## src/rtl/fpu_wb_port_scheduler_pkg.sv

```systemverilog
// Shared types and latency constants for the FP
// writeback-port scheduler.
package fpu_sched_pkg;

  localparam int FAST_LAT  = 2;
  localparam int FMA_LAT   = 4;
  localparam int TOINT_LAT = 2;
  localparam int MAXLAT    = FMA_LAT;
  localparam int TAG_W     = 6;

  typedef enum logic [1:0] {
    FU_FAST,
    FU_FMA,
    FU_TOINT,
    FU_DIV
  } fu_sel_e;

  typedef enum logic [1:0] {
    DIV_IDLE,
    DIV_BUSY,
    DIV_KILLED
  } div_state_e;

endpackage

```

## src/rtl/fpu_wb_port_scheduler_if.sv

```systemverilog
// Issue, div/sqrt and writeback signals between the
// FP issue queue, the FPU pipes and the scheduler.
interface fpu_sched_if #(
  parameter int TAG_W = 6
);

  logic             req_valid;
  logic             req_ready;
  logic [6:0]       req_uopc;
  logic [TAG_W-1:0] req_tag;
  logic             req_fastpipe;
  logic             req_fma;
  logic             req_toint;
  logic             flush;

  logic             fpu_valid;
  logic [1:0]       fpu_sel;
  logic [6:0]       fpu_uopc;
  logic [TAG_W-1:0] fpu_tag;

  logic             div_req_valid;
  logic             div_req_ready;
  logic             div_resp_valid;
  logic             div_resp_ready;

  logic             fwb_valid;
  logic [TAG_W-1:0] fwb_tag;
  logic             fwb_src;
  logic             iwb_valid;
  logic [TAG_W-1:0] iwb_tag;

  modport master (
    output req_valid, req_uopc, req_tag,
    output req_fastpipe, req_fma, req_toint,
    output flush, div_req_ready, div_resp_valid,
    input  req_ready, fpu_valid, fpu_sel,
    input  fpu_uopc, fpu_tag,
    input  div_req_valid, div_resp_ready,
    input  fwb_valid, fwb_tag, fwb_src,
    input  iwb_valid, iwb_tag
  );

  modport slave (
    input  req_valid, req_uopc, req_tag,
    input  req_fastpipe, req_fma, req_toint,
    input  flush, div_req_ready, div_resp_valid,
    output req_ready, fpu_valid, fpu_sel,
    output fpu_uopc, fpu_tag,
    output div_req_valid, div_resp_ready,
    output fwb_valid, fwb_tag, fwb_src,
    output iwb_valid, iwb_tag
  );

endinterface

```

## src/rtl/fpu_wb_slot_ring.sv

```systemverilog
// Writeback reservation ring: slots shift toward the
// head each cycle; slot 0 is the writeback this cycle.
module fpu_wb_slot_ring #(
  parameter int DEPTH = 4,
  parameter int TAG_W = 6,
  parameter int IW    = (DEPTH > 1) ? $clog2(DEPTH) : 1
) (
  input  logic             clk,
  input  logic             rst,
  input  logic             we,
  input  logic [IW-1:0]    widx,
  input  logic [TAG_W-1:0] wtag,
  input  logic             clr,
  output logic             head_v,
  output logic [TAG_W-1:0] head_tag,
  output logic [DEPTH-1:0] v
);

  logic [DEPTH-1:0]            v_q, v_n;
  logic [DEPTH-1:0][TAG_W-1:0] tag_q, tag_n;

  always_comb begin
    v_n   = {1'b0, v_q[DEPTH-1:1]};
    tag_n = {{TAG_W{1'b0}}, tag_q[DEPTH-1:1]};
    if (we) begin
      v_n[widx]   = 1'b1;
      tag_n[widx] = wtag;
    end
    if (clr) v_n = '0;
  end

  always_ff @(posedge clk or posedge rst) begin
    if (rst) begin
      v_q   <= '0;
      tag_q <= '0;
    end else begin
      v_q   <= v_n;
      tag_q <= tag_n;
    end
  end

  assign head_v   = v_q[0];
  assign head_tag = tag_q[0];
  assign v        = v_q;

endmodule

```

## src/rtl/fpu_wb_port_scheduler.sv

```systemverilog
// FP issue scheduler: holds uops off writeback-port
// collisions and sequences the iterative div/sqrt unit.
module fpu_wb_port_scheduler
  import fpu_sched_pkg::*;
#(
  parameter int TAG_W = fpu_sched_pkg::TAG_W
) (
  input logic        clock,
  input logic        reset,
  fpu_sched_if.slave io
);

  localparam int FIW = (MAXLAT > 1)
                     ? $clog2(MAXLAT) : 1;
  localparam int IIW = (TOINT_LAT > 1)
                     ? $clog2(TOINT_LAT) : 1;

  fu_sel_e    cls;
  div_state_e state_q, state_n;

  logic [TAG_W-1:0] div_tag_q, div_tag_n;
  logic             rdy, fire, pipe_fire;
  logic             fp_we, int_we;
  logic [FIW-1:0]   fp_widx;
  logic             fp_head_v, int_head_v;
  logic [TAG_W-1:0] fp_head_tag, int_head_tag;
  logic [MAXLAT-1:0]    fp_v;
  logic [TOINT_LAT-1:0] int_v;
  logic [MAXLAT:0]      fp_vpad;
  logic             div_fire, resp_fire, div_wb;

  logic             fpu_valid_q;
  logic [1:0]       fpu_sel_q;
  logic [6:0]       fpu_uopc_q;
  logic [TAG_W-1:0] fpu_tag_q;

  always_comb begin
    cls = FU_DIV;
    unique case (1'b1)
      io.req_fastpipe: cls = FU_FAST;
      io.req_fma:      cls = FU_FMA;
      io.req_toint:    cls = FU_TOINT;
      default:         cls = FU_DIV;
    endcase
  end

  // A latency-L op claims slot L-1 after the shift,
  // so slot L must be empty now; slot MAXLAT never exists.
  assign fp_vpad = {1'b0, fp_v};

  always_comb begin
    rdy = 1'b0;
    unique case (cls)
      FU_FAST:  rdy = ~fp_vpad[FAST_LAT];
      FU_FMA:   rdy = ~fp_vpad[FMA_LAT];
      FU_TOINT: rdy = 1'b1;
      FU_DIV:   rdy = (state_q == DIV_IDLE)
                    & io.div_req_ready;
      default:  rdy = 1'b0;
    endcase
  end

  assign io.req_ready = rdy & ~io.flush & ~reset;
  assign fire      = io.req_valid & io.req_ready;
  assign pipe_fire = fire & (cls != FU_DIV);

  assign fp_we  = fire
                & ((cls == FU_FAST) | (cls == FU_FMA));
  assign int_we = fire & (cls == FU_TOINT);
  assign fp_widx = (cls == FU_FMA)
                 ? FIW'(FMA_LAT - 1)
                 : FIW'(FAST_LAT - 1);

  fpu_wb_slot_ring #(
    .DEPTH(MAXLAT),
    .TAG_W(TAG_W)
  ) u_fp_ring (
    .clk     (clock),
    .rst     (reset),
    .we      (fp_we),
    .widx    (fp_widx),
    .wtag    (io.req_tag),
    .clr     (io.flush),
    .head_v  (fp_head_v),
    .head_tag(fp_head_tag),
    .v       (fp_v)
  );

  fpu_wb_slot_ring #(
    .DEPTH(TOINT_LAT),
    .TAG_W(TAG_W)
  ) u_int_ring (
    .clk     (clock),
    .rst     (reset),
    .we      (int_we),
    .widx    (IIW'(TOINT_LAT - 1)),
    .wtag    (io.req_tag),
    .clr     (io.flush),
    .head_v  (int_head_v),
    .head_tag(int_head_tag),
    .v       (int_v)
  );

  assign io.div_req_valid = io.req_valid
                          & (cls == FU_DIV)
                          & (state_q == DIV_IDLE)
                          & ~io.flush & ~reset;
  assign div_fire = io.div_req_valid
                  & io.div_req_ready;

  // Div result yields the port to any pipe result.
  assign io.div_resp_ready =
      (state_q != DIV_IDLE)
    & ((state_q == DIV_KILLED) | ~fp_head_v);
  assign resp_fire = io.div_resp_valid
                   & io.div_resp_ready;
  assign div_wb = resp_fire
                & (state_q == DIV_BUSY) & ~io.flush;

  always_comb begin
    state_n   = state_q;
    div_tag_n = div_tag_q;
    unique case (state_q)
      DIV_IDLE: begin
        if (div_fire) begin
          state_n   = DIV_BUSY;
          div_tag_n = io.req_tag;
        end
      end
      DIV_BUSY: begin
        if (resp_fire)     state_n = DIV_IDLE;
        else if (io.flush) state_n = DIV_KILLED;
      end
      DIV_KILLED: begin
        if (resp_fire) state_n = DIV_IDLE;
      end
      default: state_n = DIV_IDLE;
    endcase
  end

  always_ff @(posedge clock or posedge reset) begin
    if (reset) begin
      state_q     <= DIV_IDLE;
      div_tag_q   <= '0;
      fpu_valid_q <= 1'b0;
      fpu_sel_q   <= '0;
      fpu_uopc_q  <= '0;
      fpu_tag_q   <= '0;
    end else begin
      state_q     <= state_n;
      div_tag_q   <= div_tag_n;
      fpu_valid_q <= pipe_fire;
      if (pipe_fire) begin
        fpu_sel_q  <= cls;
        fpu_uopc_q <= io.req_uopc;
        fpu_tag_q  <= io.req_tag;
      end
    end
  end

  assign io.fpu_valid = fpu_valid_q;
  assign io.fpu_sel   = fpu_sel_q;
  assign io.fpu_uopc  = fpu_uopc_q;
  assign io.fpu_tag   = fpu_tag_q;

  assign io.fwb_valid = fp_head_v | div_wb;
  assign io.fwb_tag   = fp_head_v ? fp_head_tag
                                  : div_tag_q;
  assign io.fwb_src   = ~fp_head_v & div_wb;
  assign io.iwb_valid = int_head_v;
  assign io.iwb_tag   = int_head_tag;

endmodule

```

## src/flat_wrapper.sv

```systemverilog
// flat-port wrapper written by rule: the top's interface ports become plain ports
module fpu_wb_port_scheduler_flat import fpu_sched_pkg::*;
#(
  parameter int TAG_W = fpu_sched_pkg::TAG_W
)
  (clock, reset, io_req_valid, io_req_uopc, io_req_tag, io_req_fastpipe, io_req_fma, io_req_toint, io_flush, io_div_req_ready, io_div_resp_valid, io_req_ready, io_fpu_valid, io_fpu_sel, io_fpu_uopc, io_fpu_tag, io_div_req_valid, io_div_resp_ready, io_fwb_valid, io_fwb_tag, io_fwb_src, io_iwb_valid, io_iwb_tag);
  fpu_sched_if #(.TAG_W(TAG_W)) io_i ();
  input logic clock;
  input logic reset;
  input wire logic [$bits(io_i.req_valid)-1:0] io_req_valid;
  input wire logic [$bits(io_i.req_uopc)-1:0] io_req_uopc;
  input wire logic [$bits(io_i.req_tag)-1:0] io_req_tag;
  input wire logic [$bits(io_i.req_fastpipe)-1:0] io_req_fastpipe;
  input wire logic [$bits(io_i.req_fma)-1:0] io_req_fma;
  input wire logic [$bits(io_i.req_toint)-1:0] io_req_toint;
  input wire logic [$bits(io_i.flush)-1:0] io_flush;
  input wire logic [$bits(io_i.div_req_ready)-1:0] io_div_req_ready;
  input wire logic [$bits(io_i.div_resp_valid)-1:0] io_div_resp_valid;
  output wire logic [$bits(io_i.req_ready)-1:0] io_req_ready;
  output wire logic [$bits(io_i.fpu_valid)-1:0] io_fpu_valid;
  output wire logic [$bits(io_i.fpu_sel)-1:0] io_fpu_sel;
  output wire logic [$bits(io_i.fpu_uopc)-1:0] io_fpu_uopc;
  output wire logic [$bits(io_i.fpu_tag)-1:0] io_fpu_tag;
  output wire logic [$bits(io_i.div_req_valid)-1:0] io_div_req_valid;
  output wire logic [$bits(io_i.div_resp_ready)-1:0] io_div_resp_ready;
  output wire logic [$bits(io_i.fwb_valid)-1:0] io_fwb_valid;
  output wire logic [$bits(io_i.fwb_tag)-1:0] io_fwb_tag;
  output wire logic [$bits(io_i.fwb_src)-1:0] io_fwb_src;
  output wire logic [$bits(io_i.iwb_valid)-1:0] io_iwb_valid;
  output wire logic [$bits(io_i.iwb_tag)-1:0] io_iwb_tag;
  assign io_i.req_valid = io_req_valid;
  assign io_i.req_uopc = io_req_uopc;
  assign io_i.req_tag = io_req_tag;
  assign io_i.req_fastpipe = io_req_fastpipe;
  assign io_i.req_fma = io_req_fma;
  assign io_i.req_toint = io_req_toint;
  assign io_i.flush = io_flush;
  assign io_i.div_req_ready = io_div_req_ready;
  assign io_i.div_resp_valid = io_div_resp_valid;
  assign io_req_ready = io_i.req_ready;
  assign io_fpu_valid = io_i.fpu_valid;
  assign io_fpu_sel = io_i.fpu_sel;
  assign io_fpu_uopc = io_i.fpu_uopc;
  assign io_fpu_tag = io_i.fpu_tag;
  assign io_div_req_valid = io_i.div_req_valid;
  assign io_div_resp_ready = io_i.div_resp_ready;
  assign io_fwb_valid = io_i.fwb_valid;
  assign io_fwb_tag = io_i.fwb_tag;
  assign io_fwb_src = io_i.fwb_src;
  assign io_iwb_valid = io_i.iwb_valid;
  assign io_iwb_tag = io_i.iwb_tag;
  fpu_wb_port_scheduler #(.TAG_W(TAG_W)) u_core (.clock(clock), .reset(reset), .io(io_i));
endmodule
```

## config.mk

```make
export PLATFORM = sky130hd
export DESIGN_NAME = fpu_wb_port_scheduler_flat
export DESIGN_NICKNAME = d
export VERILOG_FILES = /design/src/rtl/fpu_wb_port_scheduler_pkg.sv /design/src/rtl/fpu_wb_port_scheduler_if.sv /design/src/rtl/fpu_wb_slot_ring.sv /design/src/rtl/fpu_wb_port_scheduler.sv /design/src/flat_wrapper.sv
export SDC_FILE = /design/constraint.sdc
export NUM_CORES = 1
export LEC_CHECK = 0
export BUFFER_PORTS_ARGS = -buffer_cell sky130_fd_sc_hd__buf_2
export CAP_MARGIN = 30
export CELL_PAD_IN_SITES_DETAIL_PLACEMENT = 1
export CELL_PAD_IN_SITES_GLOBAL_PLACEMENT = 1
export CORE_AREA = 2 2 114 61
export DETAILED_ROUTE_END_ITERATION = 8
export DIE_AREA = 0 0 116 63
export GPL_ROUTABILITY_DRIVEN = 0
export PLACE_DENSITY_LB_ADDON = 0.12
export REMOVE_ABC_BUFFERS = 1
export SLEW_MARGIN = 10
export SYNTH_ARGS = -nofsm -noshare
export SYNTH_HDL_FRONTEND = slang
export SYNTH_HIERARCHICAL = 1
export SYNTH_SLANG_ARGS = --single-unit
export TNS_END_PERCENT = 20
```

## constraint.sdc

```tcl
create_clock -name clock -period 3.8 [get_ports clock]
set_input_delay 0.38 -clock clock [delete_from_list [all_inputs] [get_ports clock]]
set_output_delay 0.38 -clock clock [all_outputs]
set_load 0.005 [all_outputs]
```

Yosys cells after proc, flatten, opt, wreduce, memory -nomap -nowiden
Index checks and enable logic that the tools add are counted.
{ "word_totals": {"mem_bits_rw": 0, "ff_bits": 66, "latchBits": 0, "mem_bits_ro": 0, "inputBits": 22, "n_memories": 0} }
{ "classes": {"mux": 20, "shift": 0, "magnitude_cmp": 2, "n_mul": 0, "eq_ne": 9, "reduce_logical": 7, "n_addsub": 0, "n_bitwise": 25, "div": 0} }
{ "ops": {"columns": ["operator", "n"], "rows": [
  ["$bwmux 24", 1],
  ["$mux 24", 1],
  ["$and 1x1->1", 17],
  ["$mux 2", 7],
  ["$demux 6 s2", 1],
  ["$mux 12", 1],
  ["$mux 6", 2],
  ["$pmux 2 s3", 2],
  ["$mux 4", 2],
  ["$eq 2x2->1 const B", 3],
  ["$eq 2x1->1 const B", 2],
  ["$logic_not 2->1", 2],
  ["$ne 2x1->1 const B", 2],
  ["$not 1->1", 4],
  ["$or 3x4->4", 1],
  ["$lt 2x3->1 const B", 1],
  ["$ne 3x2->1 const B", 1],
  ["$or 1x1->1", 3],
  ["$pmux 1 s3", 1],
  ["$reduce_and 3->1", 1],
  ["$demux 1 s2", 1],
  ["$ge 2x1->1 const B", 1],
  ["$ne 2x2->1 const B", 1],
  ["$reduce_and 2->1", 1],
  ["other kinds (4)", 4]
]} }

Longest topological paths before layout
{ "logic_depth": {"ltp_word": 10, "ltp_mapped": 9} }

Cells and area by module
The synthesis kept the hierarchy.
{ "by_module_without_submodules": {"columns": ["module", "area_each_um2", "n_inst", "seq_area_each_um2", "cells_per_inst"], "rows": [
  ["fpu_wb_port_scheduler", 1281.2, 1, 600.6, 101],
  ["fpu_wb_slot_ring (u_core.u_fp_ring)", 1091.0, 1, 700.7, 72],
  ["fpu_wb_slot_ring (u_core.u_int_ring)", 575.6, 1, 350.3, 40]
]} }

Worst setup path after synthesis
Ideal clock, no wire load.
{ "synth_timing": {"path_type": "input -> register", "startpoint": "input io_req_fma", "endpoint": "register u_core/u_fp_ring/tag_q[10] (netlist bit)", "path_slack_ns": 1.516, "setup_ns": 0.125, "t_arrival_ns": 2.160, "n_path_buf": 0, "cell_stages": 8, "path_cell_list": "inv_1 > ha_1 > nor2b_1 > nor3_1 > o311a_1 > a21boi_1 > nand3b_1 > mux2_2"} }
{ "synth_rtl": {"columns": ["element", "line_no", "rtl"], "rows": [
  ["start: declaration", "flat_wrapper.sv:14", "input wire logic [$bits(io_i.req_fma)-1:0] io_req_fma;"],
  ["end signal: assignment", "fpu_wb_slot_ring.sv:38", "tag_q <= tag_n;"],
  ["end: declaration", "fpu_wb_slot_ring.sv:20", "logic [DEPTH-1:0][TAG_W-1:0] tag_q, tag_n;"]
]} }

Worst setup path after layout
{ "layout_timing": {"startpoint": "input io_req_fma", "endpoint": "output io_req_ready"} }
{ "layout_via": {"elab_chain_len": 6, "word_cells_on_any_way": 9, "cone_classes": "eq/ne (3); mux (2); bitwise (2); reduce/logical (2)"} }
{ "layout_rtl": {"columns": ["element", "line_no", "rtl"], "rows": [
  ["$pmux 2 s3 (*)", "fpu_wb_port_scheduler.sv:39", "unique case (1'b1)"],
  ["$eq 2x2->1 or $eq 2x1->1 (tied branches)", "fpu_wb_port_scheduler.sv:53", "unique case (cls)"],
  ["$reduce_or 2->1 (no line)", null, null],
  ["$pmux 1 s3 (*)", "fpu_wb_port_scheduler.sv:53", null],
  ["$and 1x1->1 (*) (2 in series)", "fpu_wb_port_scheduler.sv:63", "assign io.req_ready = rdy & ~io.flush & ~reset;"],
  ["end: declaration", "flat_wrapper.sv:19", "output wire logic [$bits(io_i.req_ready)-1:0] io_req_ready;"]
]} }
Mark *: on every way between the ends. The rest lies on a longest branch, timed or not.

==> out/summary.txt <==
CP Data Arrival Time = 2.16 ns
DRT antenna net count = 0
Die height = 63 um
Most frequent cells in the layout = 66 x dfrtp_1, 55 x buf_2, 21 x mux2_4, 18 x mux2_2
# clock sinks = 66
Commonest non-fill, non-tap cell in the layout = dfrtp_1
Vias in the first global route = 1928
Setup Crit Path Kind = input pin to output pin
Power Total = 1800 uW
Total global routing overflow = 0
Initial Util = 46.1%
Final hold violation count = 0
Hold Path Class = input pin to asynchronous set/reset pin
Pwr per Cell Area = 504 nW/um^2
FF-to-FF path depth = 5
Clock Path Buffers = 2
Post-detailed-routing wire length = 5920 um
CTS tree = done
Ys Warns = 6
Wire length per cell = 16.0 um
Min Tclk post-route = 2.54 ns
Final net count = 299
# Post-CTS Setup Buffers = 0
Post-route setup TNS = 0 ns
Gate count of the mapped netlist = 211
RSZ-0062 raised after global routing = no
Number of I/O port buffers = 55
Max Clk Rate = 394 MHz
Post-route DRC violation count = 0
Dpl hpwl = 4320 um
I/O Pins = 56
Core Area = 6360 sq um
Clk slew on worst S/H paths = 0.05 ns
# fillers = 670
Relative slew margins = 39.9%
TritonCTS Buffers = 9
Layout cells sized above 1 = 44.1%
Max Cap Viol = 0
Pre-antenna DRT Iters = 4
Vias/cell = 4.77
Status = finished clean
Syn Std Cell Area = 2930 sq um
Reg2reg start = u_core/state_q[1]$_DFFE_PP0P_
P_leak = 0.00192 uW
Pins Over Slew Limit = 0
Syn Area/Cell = 13.9 sq um
Hold Buf Count CTS = 0
Setup crit start = io_req_fma
Setup crit end kind = output pin
Initial drt markers = 72
Critical Path Fanout Max = 8
Setup slack, reg-to-reg = 1.52 ns
Initial antenna violation count = 0
Post-CTS resize count = 0
Die W = 116 um
Tcrit/Tclk final = 66.8%
Die area = 7310 sq um
Peak VDD IR = 0.333 mV
Total GRT Usage = 18.8%
WP data required = 3.42 ns
RR Endpoint = u_core/u_fp_ring/tag_q[8]$_DFF_PP0_
Synth-to-Final Area Change = 22.0%
Via count = 1771
CTS root buf = clkbuf_16
H-tree levels = 3
# rows = 21
Critical Path Start Type = input pin
Setup violations, final = 0
First-pass GRT wire length = 10100 um
Clock Latency Late Sink = 0.33 ns
Largest net degree at the start of global routing = 19
Clock skew = 0.00207 ns
Antenna cells = 0
Worst-margin pin slew = 0.901 ns
[where the power goes]
group	switching [uW]	internal (uW)	leakage, uW
clock network	277	492	0.000143
logic	99.7	129	0.000895
registers	37.1	766	0.000886
[sequential cells by signal (all words and copies together) (netlist names)]
name	count
u_core/state_q	2
u_core/div_tag_q	6
u_core/u_fp_ring/tag_q	18
u_core/u_int_ring/v	2
u_core/io.fpu_uopc	7
u_core/u_fp_ring/head_tag	6
u_core/io.fpu_tag	6
u_core/io.fpu_sel	2
u_core/u_int_ring/tag_q	6
u_core/u_int_ring/head_tag	6
u_core/io.fpu_valid	1
u_core/u_fp_ring/v	4
[metal layers]
metal | part of all wire, % | track usage (%)
met3 | 5.0 | 7.47
met2 | 43 | 27.3
met5 | 0 | 0
met1 | 51 | 26.2
met4 | 1.2 | 4.91
[worst max-delay path by stage]
stage	to	slack (ns)	cells past startpoint
after floorplan	u_core/u_fp_ring/tag_q[10]$_DFF_PP0_	1.52	8
after global placement	u_core/u_fp_ring/tag_q[8]$_DFF_PP0_	1.06	9
after detailed placement	u_core/u_fp_ring/tag_q[9]$_DFF_PP0_	0.93	9
after CTS	io_req_ready	1.26	8
after global routing	u_core/u_fp_ring/tag_q[9]$_DFF_PP0_	1.03	9
final	io_req_ready	1.26	8
[worst max-delay path, cell delays in order]
cell	delay, ns
buf_2	0.17
inv_1	0.13
ha_1	0.22
nor2b_1	0.16
nor3_1	0.40
nor3_1	0.18
a2111oi_2	0.35
buf_2	0.17
[area by class of cell]
type                    instances  area (sq um)  area share, %
well taps                      92           115           3.22
multi-input cells             127          1150           32.1
flip-flops and latches         66          1650           46.2
repair buffers                 57           330           9.23
clock buffers                  14           274           7.66
inverters                      13          48.8           1.36
clock inverters                 2          10.0          0.280
[stage by stage]
step / instances / hold slack [ns] / area, sq um / util, % / setup WS [ns]
after floorplan: 206 / 0.269 / 2850 / - / 1.52
after global placement: 353 / 0.459 / 3240 / 50.9 / 1.06
after detailed placement: 355 / 0.462 / 3290 / 51.8 / 0.927
after CTS: 371 / 0.124 / 3580 / 56.3 / 1.26
after global routing: 371 / 0.158 / 3580 / 56.3 / 1.03
final: 371 / 0.132 / 3580 / 56.3 / 1.26
Power figures use the tool's default switching activity.
